File: src/rtl/arith_pkg.sv
// arith_pkg: shared types and defaults for the arith_pipe block.
//   mode_e        : operation select (ADD, SUB, SAT, ACC)
//   DEF_*         : default WIDTH / ACC_WIDTH / DEPTH
//   entry_t       : result buffer entry {result, flag} at the default width
package arith_pkg;

    localparam int DEF_WIDTH     = 8;
    localparam int DEF_ACC_WIDTH = 16;
    localparam int DEF_DEPTH     = 2;

    typedef enum logic [1:0] {
        ADD = 2'd0,
        SUB = 2'd1,
        SAT = 2'd2,
        ACC = 2'd3
    } mode_e;

    typedef struct packed {
        logic [DEF_WIDTH-1:0] result;
        logic                 flag;
    } entry_t;

endpackage

File: src/rtl/result_fifo.sv
// result_fifo: show-ahead FIFO of DEPTH entries (DEPTH a power of two).
//   clk, rst_n  : clock, synchronous active-low reset
//   push        : write push_data at the tail (ignored when full)
//   push_data   : entry to write
//   pop         : drop the head entry (ignored when empty)
//   head        : current head entry, reads '0 while empty
//   count       : number of stored entries (0..DEPTH)
module result_fifo #(
    parameter int  DEPTH   = arith_pkg::DEF_DEPTH,
    parameter type entry_t = arith_pkg::entry_t
) (
    input  logic                     clk,
    input  logic                     rst_n,
    input  logic                     push,
    input  entry_t                   push_data,
    input  logic                     pop,
    output entry_t                   head,
    output logic [$clog2(DEPTH):0]   count
);

    localparam int PW = $clog2(DEPTH);

    entry_t          mem [DEPTH];
    logic [PW-1:0]   wr_ptr;
    logic [PW-1:0]   rd_ptr;
    logic            do_push;
    logic            do_pop;

    assign do_push = push && (count < (PW+1)'(DEPTH));
    assign do_pop  = pop && (count != '0);

    // Pointers are exactly PW bits wide, so the +1 wraps modulo DEPTH.
    always_ff @(posedge clk) begin
        if (!rst_n) begin
            wr_ptr <= '0;
            rd_ptr <= '0;
            count  <= '0;
        end else begin
            if (do_push) wr_ptr <= wr_ptr + 1'b1;
            if (do_pop)  rd_ptr <= rd_ptr + 1'b1;
            case ({do_push, do_pop})
                2'b10:   count <= count + 1'b1;
                2'b01:   count <= count - 1'b1;
                default: count <= count;
            endcase
        end
    end

    // Storage needs no reset: the head is masked while empty.
    always_ff @(posedge clk) begin
        if (do_push) mem[wr_ptr] <= push_data;
    end

    assign head = (count != '0) ? mem[rd_ptr] : '0;

endmodule

File: src/rtl/arith_pipe.sv
// arith_pipe: one-beat arithmetic unit (ADD/SUB/SAT/ACC) feeding a result FIFO.
//   clk, rst_n           : clock, synchronous active-low reset
//   in_valid / in_ready  : operand beat handshake
//   op_a, op_b, mode     : unsigned operands and operation select
//   clr_acc              : clear accumulator (applied before an ACC add)
//   out_valid / out_ready: result handshake, head of the FIFO
//   result, flag         : head result and its carry/borrow/clip flag
//   acc                  : accumulator value
//   beat_count           : accepted beats, wraps at 16 bits
//
// Handshake: a beat transfers on a rising edge where valid && ready are both
// high; the producer holds its data until then. in_ready depends on the
// stored count only, so a full buffer stays not-ready in the cycle of a pop.
module arith_pipe
    import arith_pkg::*;
#(
    parameter int WIDTH     = DEF_WIDTH,
    parameter int ACC_WIDTH = DEF_ACC_WIDTH,
    parameter int DEPTH     = DEF_DEPTH
) (
    input  logic                 clk,
    input  logic                 rst_n,
    input  logic                 in_valid,
    output logic                 in_ready,
    input  logic [WIDTH-1:0]     op_a,
    input  logic [WIDTH-1:0]     op_b,
    input  mode_e                mode,
    input  logic                 clr_acc,
    output logic                 out_valid,
    input  logic                 out_ready,
    output logic [WIDTH-1:0]     result,
    output logic                 flag,
    output logic [ACC_WIDTH-1:0] acc,
    output logic [15:0]          beat_count
);

    localparam int CW = $clog2(DEPTH) + 1;

    typedef struct packed {
        logic [WIDTH-1:0] result;
        logic             flag;
    } pipe_entry_t;

    logic [CW-1:0]      count;
    logic               accept;
    logic               pop;
    logic [WIDTH:0]     sum;
    logic [WIDTH:0]     diff;
    logic [ACC_WIDTH-1:0] acc_base;
    logic [ACC_WIDTH:0] acc_sum;
    pipe_entry_t        new_entry;
    pipe_entry_t        head;

    assign in_ready  = (count < CW'(DEPTH));
    assign out_valid = (count != '0);
    assign accept    = in_valid && in_ready;
    assign pop       = out_valid && out_ready;

    // One extra bit catches carry (add) and borrow (subtract).
    assign sum  = {1'b0, op_a} + {1'b0, op_b};
    assign diff = {1'b0, op_a} - {1'b0, op_b};

    // clr_acc together with an ACC beat clears first, then adds.
    assign acc_base = clr_acc ? '0 : acc;
    assign acc_sum  = {1'b0, acc_base} + {{(ACC_WIDTH-WIDTH){1'b0}}, sum};

    always_comb begin
        new_entry.result = sum[WIDTH-1:0];
        new_entry.flag   = sum[WIDTH];
        case (mode)
            ADD: begin
                new_entry.result = sum[WIDTH-1:0];
                new_entry.flag   = sum[WIDTH];
            end
            SUB: begin
                new_entry.result = diff[WIDTH-1:0];
                new_entry.flag   = diff[WIDTH];
            end
            SAT: begin
                new_entry.result = sum[WIDTH] ? '1 : sum[WIDTH-1:0];
                new_entry.flag   = sum[WIDTH];
            end
            ACC: begin
                new_entry.result = acc_sum[WIDTH-1:0];
                new_entry.flag   = acc_sum[ACC_WIDTH];
            end
            default: begin
                new_entry.result = sum[WIDTH-1:0];
                new_entry.flag   = sum[WIDTH];
            end
        endcase
    end

    always_ff @(posedge clk) begin
        if (!rst_n) begin
            acc        <= '0;
            beat_count <= '0;
        end else begin
            if (accept && (mode == ACC)) acc <= acc_sum[ACC_WIDTH-1:0];
            else if (clr_acc)            acc <= '0;
            if (accept) beat_count <= beat_count + 16'd1;
        end
    end

    result_fifo #(
        .DEPTH   (DEPTH),
        .entry_t (pipe_entry_t)
    ) u_fifo (
        .clk       (clk),
        .rst_n     (rst_n),
        .push      (accept),
        .push_data (new_entry),
        .pop       (pop),
        .head      (head),
        .count     (count)
    );

    assign result = head.result;
    assign flag   = head.flag;

endmodule

File: config.mk
export PLATFORM = sky130hd
export DESIGN_NAME = arith_pipe
export DESIGN_NICKNAME = d
export VERILOG_FILES = /design/src/rtl/arith_pkg.sv /design/src/rtl/result_fifo.sv /design/src/rtl/arith_pipe.sv
export SDC_FILE = /design/constraint.sdc
export NUM_CORES = 1
export LEC_CHECK = 0
export ABC_CLOCK_PERIOD_IN_PS = 5400
export BUFFER_PORTS_ARGS = -buffer_cell sky130_fd_sc_hd__clkbuf_2
export CAP_MARGIN = 0
export CORE_MARGIN = 4
export CORE_UTILIZATION = 36
export CTS_CLUSTER_SIZE = 8
export DETAILED_ROUTE_END_ITERATION = 16
export PLACE_DENSITY = 0.59
export SLEW_MARGIN = 5
export SYNTH_ARGS = -nofsm -noshare
export SYNTH_HDL_FRONTEND = slang
export SYNTH_SLANG_ARGS = --single-unit
File: constraint.sdc
create_clock -name clk -period 5.4 [get_ports clk]
set_clock_uncertainty 0.05 [all_clocks]
set_input_delay 0.27 -clock clk [delete_from_list [all_inputs] [get_ports clk]]
set_output_delay 0.27 -clock clk [all_outputs]
set_load 0.02 [all_outputs]
Word-level counts from Yosys, hierarchy flattened --
Memories as Yosys holds them, arrays and structs flattened. A register that Yosys moved wholly into a read port is not among the register bits. Index checks and enable logic that the tools add are counted.
Cells by class: add/subtract/negate cells 8, magnitude comparators 1, equal/unequal tests 5, muxes and demuxes 10, reductions and logical operators 8
Operators by type and width (number):
- one-hot mux 9 bit (4 select lines) | 1
- two-way mux 16 bit | 2
- adder 16 x 9 -> 17 bit | 1
- adder 16 x 1 -> 16 bit, second input constant | 1
- adder 8 x 8 -> 9 bit | 1
- two-way mux 9 bit | 1
- subtractor 8 x 8 -> 9 bit | 1
- two-way mux 8 bit | 1
- equality test 2 bit, second input constant | 3
- logical AND 1 bit | 5
- equality test 2 x 1 -> 1 bit, second input constant | 2
- two-way mux 1 bit | 4
- one-hot mux 2 bit (2 select lines) | 1
- nonzero test 2 bit | 2
- adder 1 bit, second input constant | 2
- adder 2 x 1 -> 2 bit, second input constant | 1
- logical NOT 2 bit | 1
- less-than comparator 2 bit, second input constant | 1
- subtractor 2 x 1 -> 2 bit, second input constant | 1
Word-level totals: flip-flop bits (word level) 36, memory bits (writable) 18, input bits 23, output and inout port bits 43, logic and storage cells 38, memories 1
Memories:
- u_fifo.mem | depth 2, bits a word 9, read ports 1, clocked after memory_dff 1, write ports 1, line result_fifo.sv:23 | entry_t mem [DEPTH];

Depth between registers and ports, before layout --
Gate-level depths: netlist of run 1.
word-level depth 5, gate-level depth with buffers 15, gate-level depth less buffers 15

Hierarchy --
A second synthesis of run 1 with hierarchy kept.
Unflattened totals: cell total of the unflattened synthesis 393, area total of the unflattened synthesis 3515.9 µm²
By module, submodules not included:
- arith_pipe | times used 1, cells each 332, area an instance 2626.3 µm², sequential area each 640.6 µm²
- result_fifo | times used 1, cells each 61, area an instance 889.6 µm², sequential area each 640.6 µm²

Least setup slack after synthesis of run 1 --
Ideal clock, no wire load.
path type input port to flip-flop, start point input op_a[0], end point memory u_fifo.mem[0][8] (netlist bit) (data pin), setup time 265 ps, arrival 2790 ps, required time 5085 ps, setup slack 2295 ps, stages 15, buffers on the path 0, path through ha_1 inv_1 fa_1 nor2_2 o311ai_4 a21oi_1 nor2_1 xor2_1 ha_1 a21oi_1 o21ai_0 nor2_1 nor3_1 a221o_1 a221o_1
RTL lines:
- from (decl) | line arith_pipe.sv:25 | input logic [WIDTH-1:0] op_a,
- to (decl) | line result_fifo.sv:23

==> impl_results.md, run 1 <==
- Clock buffer depth: 2
- Post-DP Area: 4050 um2
- Clk slew on worst S/H paths: 0.10 ns
- EDFF count, synth: 18
- Final nets: 515
- Gate power share: 36.9%
- Status: finished clean
- GRT overflow: 0
- Placer's final routability congestion estimate: 0.867
- Core Region: 9820 um2
- Gr usage total: 14.0%
- Die Span X: 109 um
- Internal power: 0.000748 W
- Crit Path Class: primary input to flop
- Leak pwr: 1.72 nW
- Startpoint Class: primary input
- Via density: 5.01
- Register area: 1280 um2
- Worst Tran Pin Value: 0.850 ns
- CTS tree: yes
- Share of post-route cells with drive strength above 1: 18.6%
- Final count of negative-setup-slack endpoints: 0
- Initial Util: 37.0%
- Sequential share of the synthesized area: 35.2%
- Die ar.: 11800 um2
- Final Util: 42.2%
- Largest net degree at the start of global routing: 34
- Slew Limit Headroom: 43.2%
- Worst Slack Setup Final: 2.25 ns
- Vias in the first global route: 2844
- PortBufs: 65
- Num rows: 36
- Post-route ant nets: 0
- # hold bufs at CTS: 0
- Fin. max-slew vios: 0
- Async SR Flop Fraction: 0%
- Post-CTS setup buffers: 0
- CP required: 5.41 ns
- Clock Power Share: 19.6%
- Synthesized flop and latch total: 55
- TritonRoute pass-1 iters: 4
- Peak supply drop: 0.162 mV
- FMAX: 317 MHz
- H-tree depth: 2
- Pwr Total: 0.00119 W
- Multi-input gate area: 2180 um2
- Syn-to-layout area delta: 13.9%
- HP Class: primary input to flop
- Cell variety after synth: 53
- Max_cap viols: 0
- Setup TNS: 0 ns
- Syn avg cell area: 9.00 um2
- Residual DRC: 0
- Number of antenna violations at the first check in global routing: 0
- Switching share of power: 37.2%
- Synth warn: 0
- Wire per inst: 13.7 um
- CTS resizes: 0
- DR iter-0 viols: 190
- Crit end category: flop
- Critical Path AT: 3.16 ns
- Setup WS pre-CTS: 1.91 ns
- Final min period: 3.15 ns
- Mapped Nets: 457
- Final period util: 58.3%
- PwrDens: 287 nW/um2
- Final wirelength: 8.15 mm
- Worst-Skew Late Latency: 0.31 ns
- Mapped Cells: 404
- Fin. Hold Viols: 0
- TritonCTS buffer count: 5
- NetSw: 0.000442 W
- ANT cells: 0
- CP Max Fanout: 4
- Ys flop type: dfxtp_1
- Fill cells: 1057
- First-pass GRT wire length: 13.4 mm
- Register share of total power: 43.5%
- Die H: 109 um
- Sinks on Clock Net: 55
- RSZ-0062 raised after global routing: no
- Hpwl dp: 6.47 mm
- Cell area after synthesis: 3640 um2
- Finished Cell Area: 4140 um2
- # IOs: 66
- DR vias: 2983
- Root Buffer: clkbuf_8
-- cell usage after synthesis (13+ instances only) --
cell type | count | area (um2)
nor2_1 | 33 | 124
nor2b_1 | 13 | 81.3
o21ai_0 | 16 | 80.1
nand2_1 | 33 | 124
xor2_1 | 14 | 123
inv_1 | 24 | 90.1
ha_1 | 27 | 338
and2_1 | 24 | 150
a21oi_1 | 25 | 125
xnor2_1 | 28 | 245
dfxtp_1 | 37 | 741
edfxtp_1 | 18 | 541
-- sequential cells by signal, summed over array words and instances (netlist names), named ones only --
register,flops
beat_count,16
u_fifo.mem,18
u_fifo.count,2
acc,16
u_fifo.rd_ptr,1
u_fifo.wr_ptr,1
-- logic make-up after synthesis --
kind of cell	after synthesis	synth area share, %
buffers and inverters	39	4.78
adders and majority gates	30	10.9
DFF	55	35.2
AOI/OAI and AO/OA	80	15.0
muxes	10	2.75
xor gates and xnor gates	42	10.1
and+or+nand+nor	148	21.2
-- worst max-delay path: stages --
cell and delay (ns):
clkbuf_2 0.09, ha_1 0.15, inv_1 0.06, fa_1 0.41, nor2_2 0.20, o311ai_4 0.11, a21oi_1 0.17, nor2_1 0.07
xor2_1 0.22, ha_1 0.32, a21oi_1 0.15, o21ai_0 0.12, nor2_1 0.22, nor3_1 0.07, a221o_1 0.26, a221o_1 0.28
-- power by group through the flow --
stage / logic, W / registers [W] / clock network [W]
2_1_floorplan: 0.000330 / 0.000520 / 0
3_3_place_gp: 0.000437 / 0.000527 / 0
3_5_place_dp: 0.000442 / 0.000529 / 0
4_1_cts: 0.000444 / 0.000520 / 0.000244
5_1_grt: 0.000488 / 0.000526 / 0.000259
6_report: 0.000439 / 0.000518 / 0.000233
-- routing by layer --
metal	routed length, um	track usage [%]
met5	0	0
met4	175	4.51
met3	357	2.45
met2	3740	22.7
met1	3870	19.0
-- per-stage QoR --
stage,hold slack (ns),std cells
finish,0.415,596
global route,0.432,596
detailed placement,0.461,588
CTS,0.409,596
global placement,0.448,588
floorplan,0.374,404
-- placed cells by master, fill, tap and decap left out, types with 4 or more instances in the layout --
master	netlist	final
a221o_1	5	5
nand2b_1	5	5
o21ai_0	16	16
nand4_1	6	6
nand3_1	7	7
a21boi_0	10	10
clkbuf_2	0	65
nor2_1	33	33
dfxtp_1	37	37
nand2_1	33	33
and3_1	4	4
xor2_1	14	14
ha_1	27	27
a21oi_1	25	25
clkbuf_8	0	5
inv_1	24	24
edfxtp_1	18	18
xnor2_1	28	28
and2_1	24	24
nor2b_1	13	13
a211oi_1	4	4
mux2i_1	10	10
nor3_1	5	5
-- cell type report --
class                           count  share of cell area (%)
Clock inverter                      3                   0.574
Inverter                           25                    2.27
Clock buffer                        5                    1.66
Timing Repair Buffer               65                    7.86
Sequential cell                    55                    30.9
Multi-Input combinational cell    310                    52.7
Tap cell                          133                    4.02
-- worst paths after layout --
| kind | start | end | slack (ns) | cells after the start |
|---|---|---|---|---|
| worst max-delay path | op_b[0] | u_fifo.mem[0][8] | 2.25 | 16 |
| worst min-delay path | in_valid | beat_count[1] | 0.41 | 4 |
| worst max register to register | acc[0] | u_fifo.mem[0][7] | 2.79 | 9 |
| worst min register to register | beat_count[1] | beat_count[1] | 0.47 | 2 |
Note: power is estimated with default switching activity, not from simulation.
==> run 2: changes to the inputs <==
--- a/config.mk
+++ b/config.mk
@@ -5,14 +5,15 @@
 export SDC_FILE = /design/constraint.sdc
 export NUM_CORES = 1
 export LEC_CHECK = 0
-export ABC_CLOCK_PERIOD_IN_PS = 5400
+export ABC_AREA = 1
+export ABC_CLOCK_PERIOD_IN_PS = 3300
 export BUFFER_PORTS_ARGS = -buffer_cell sky130_fd_sc_hd__clkbuf_2
 export CAP_MARGIN = 0
 export CORE_MARGIN = 4
 export CORE_UTILIZATION = 36
 export CTS_CLUSTER_SIZE = 8
 export DETAILED_ROUTE_END_ITERATION = 16
-export PLACE_DENSITY = 0.59
+export PLACE_DENSITY = 0.58
 export SLEW_MARGIN = 5
 export SYNTH_ARGS = -nofsm -noshare
 export SYNTH_HDL_FRONTEND = slang
==> constraint.sdc (replaced) <==
create_clock -name clk -period 3.3 [get_ports clk]
set_clock_uncertainty 0.05 [all_clocks]
set_input_delay 0.165 -clock clk [delete_from_list [all_inputs] [get_ports clk]]
set_output_delay 0.165 -clock clk [all_outputs]
set_load 0.02 [all_outputs]
==> run 2 against run 1 <==
Global-route usage up 2.1 points. Core utilization up 0.59 points. Combinational power up 52%.
==> impl_results.md, run 2 <==
- Most frequent cells in the layout: nand2_1 (165), inv_1 (85), clkbuf_2 (65)
- Final count of negative-setup-slack endpoints: 0 (unchanged)
- Max_cap viols: 0 (unchanged)
- Synth warn: 0 (unchanged)
- Cell variety after synth: 40 (-25%)
- Hold_sp: out_ready
- Number of antenna violations at the first check in global routing: 0 (unchanged)
- CTS tree: yes
- Sequential share of the synthesized area: 32.4% (-2.8 points)
- DR vias: 3794 (+27%)
- Status: finished clean
- Ys flop type: dfxtp_1
- Residual DRC: 0 (unchanged)
- Largest registers: u_fifo.mem: 18 flops, acc: 16 flops, beat_count: 16 flops
- CP Max Fanout: 10 (+6)
- Finished Cell Area: 4490 um2 (+8.5%)
- PortBufs: 65 (unchanged)
- Syn avg cell area: 6.74 um2 (-25%)
- Final min period: 2.66 ns
- Gr usage total: 16.2% (+2.1 points)
- Post-DP Area: 4390 um2 (+8.5%)
- Reg-to-Reg Start: acc[0]
- Fin. Hold Viols: 0 (unchanged)
- Initial Util: 37.6% (+0.57 points)
- Clock buffer depth: 2 (unchanged)
- Critical Path Start: op_b[6]
- TritonRoute pass-1 iters: 4 (unchanged)
- CP required: 3.29 ns (-2.12 ns)
- Crit end category: flop
- ANT cells: 0 (unchanged)
- Worst Slack Setup Final: 0.644 ns (-1.61 ns)
- Placer's final routability congestion estimate: 0.856 (-1.3%)
- Register bank with the most flops: u_fifo.mem
- RSZ-0062 raised after global routing: no
- Leak pwr: 2.23 nW (+30%)
- Final period util: 80.5%
- Peak supply drop: 0.248 mV (+53%)
- Crit Path Class: primary input to flop
- Post-CTS setup buffers: 0 (unchanged)
- Synth cell count leaders: nand2_1 (165), inv_1 (85), nor2_1 (60)
- Fill cells: 1111 (+5.1%)
- Most common library cell in the layout ignoring fill and taps: nand2_1
- Mapped Cells: 586 (+45%)
- Startpoint Class: primary input
- Setup WS pre-CTS: 0.300 ns (-1.61 ns)
- GRT overflow: 0 (unchanged)
- Share of post-route cells with drive strength above 1: 14.2% (-4.4 points)
- Cell area after synthesis: 3950 um2 (+8.7%)
- Hpwl dp: 8.12 mm (+26%)
- First-pass GRT wire length: 17.2 mm (+29%)
- Post-route ant nets: 0 (unchanged)
- Fin. max-slew vios: 0 (unchanged)
- Die H: 113 um (+3.9%)
- DR iter-0 viols: 310 (+63%)
- HP Class: primary input to flop
- Pwr Total: 0.00190 W (+60%)
- CTS resizes: 0 (unchanged)
- Mapped Nets: 639 (+40%)
- Synthesized flop and latch total: 55 (unchanged)
- Via density: 4.83 (-3.4%)
- Vias in the first global route: 3660 (+29%)
- Die ar.: 12700 um2 (+8.0%)
- Synth area leaders: dfxtp_1 (19%), nand2_1 (16%), edfxtp_1 (14%), ha_1 (8.5%), inv_1 (8.1%)
- H-tree depth: 2 (unchanged)
- Num rows: 37 (+2.8%)
- Count leader, synth: nand2_1
- Worst Tran Pin Value: 0.825 ns (-0.0244 ns)
- Final wirelength: 10.1 mm (+24%)
- EDFF count, synth: 18 (unchanged)
- FMAX: 377 MHz
- Wire per inst: 12.9 um (-5.5%)
- # IOs: 66 (unchanged)
- Syn-to-layout area delta: 13.7%
- Setup TNS: 0 ns (unchanged)
- Die Span X: 113 um (+3.9%)
- Critical Path AT: 2.65 ns (-0.51 ns)
- Largest net degree at the start of global routing: 25 (-26%)
- Max FFs per register: 18 (unchanged)
- Synth top area share: 18.7% (-1.6 points)
- Slew Limit Headroom: 44.8% (+1.6 points)
- Worst-Skew Late Latency: 0.32 ns (about the same)
- Core Region: 10500 um2 (+7.0%)
- PwrDens: 423 nW/um2 (+47%)
- TritonCTS buffer count: 5 (unchanged)
- Async SR Flop Fraction: 0% (unchanged)
- Final hold slack: 0.133 ns (-0.281 ns)
- Final nets: 701 (+36%)
- # hold bufs at CTS: 0 (unchanged)
- Root Buffer: clkbuf_8
- Sinks on Clock Net: 55 (unchanged)
- Biggest area consumer among synthesized cells: dfxtp_1
- Clk slew on worst S/H paths: 0.11 ns (about the same)
## run 2: changes by cell type in the layout (fill, tap and decap cells not counted), moves of 22 or more
cell     change
xnor2_1     -28
nand2_1    +132
and2_1      -22
inv_1       +61
nor2_1      +27
nand3_1     +40
a21oi_1     +22
## run 2: kinds of logic after synthesis
logic type / synth area share (%)
and+or+nand+nor: 35.5
buffers and inverters: 10.3
AOI/OAI and AO/OA: 10.2
DFF: 32.4
adders and majority gates: 10.1
xor gates and xnor gates: 1.55
## run 2: layout make-up
type	count	area, um2	area share [%]
clock buffer	5	68.8	1.53
timing repair buffer	66	333	7.41
tap	136	170	3.79
clock inverter	3	33.8	0.752
multi-input combinational	429	2260	50.3
inverter	91	344	7.66
sequential	55	1280	28.5
## run 2: metrics by stage
| stage | cells | util [%] |
|---|---|---|
| finish | 785 | 42.8 |
| global route | 785 | 42.8 |
| CTS | 785 | 42.8 |
| detailed placement | 777 | 41.8 |
| global placement | 777 | 41.8 |
| floorplan | 586 | - |
## run 2: per-layer routing
layer,up-vias,track usage [%],routed length [um]
met1,1703,21.8,4930
met3,8,2.09,349
li1,2012,-,-
met4,0,2.64,89
met2,71,28.2,4770
met5,-,0,0
## run 2: critical path, cell delays in order
cell and delay, ns:
clkbuf_2 0.09, inv_1 0.04, ha_1 0.42, inv_1 0.17, nand2_1 0.07, nor2_1 0.11
nand3_1 0.12, nand3_1 0.14, nand2_1 0.12, ha_1 0.40, a21oi_1 0.25, o21ai_0 0.13
nand2_1 0.07, nand3_1 0.10, nand3_1 0.10, nand4_1 0.15
## run 2: final timing paths
kind / endpoint / slack (ns) / cells after the start
max: u_fifo.mem[0][0] / 0.64 / 16
max reg2reg: u_fifo.mem[0][0] / 1.04 / 10
min: flop / 0.13 / 4
min reg2reg: flop / 0.43 / 1
## run 2: power by group
part / internal, W / switching (W) / total, W
registers: 0.000776 / 0.0000425 / 0.000818
logic: 0.000203 / 0.000464 / 0.000668
clock network: 0.000162 / 0.000254 / 0.000416
total: 0.00114 / 0.000761 / 0.00190
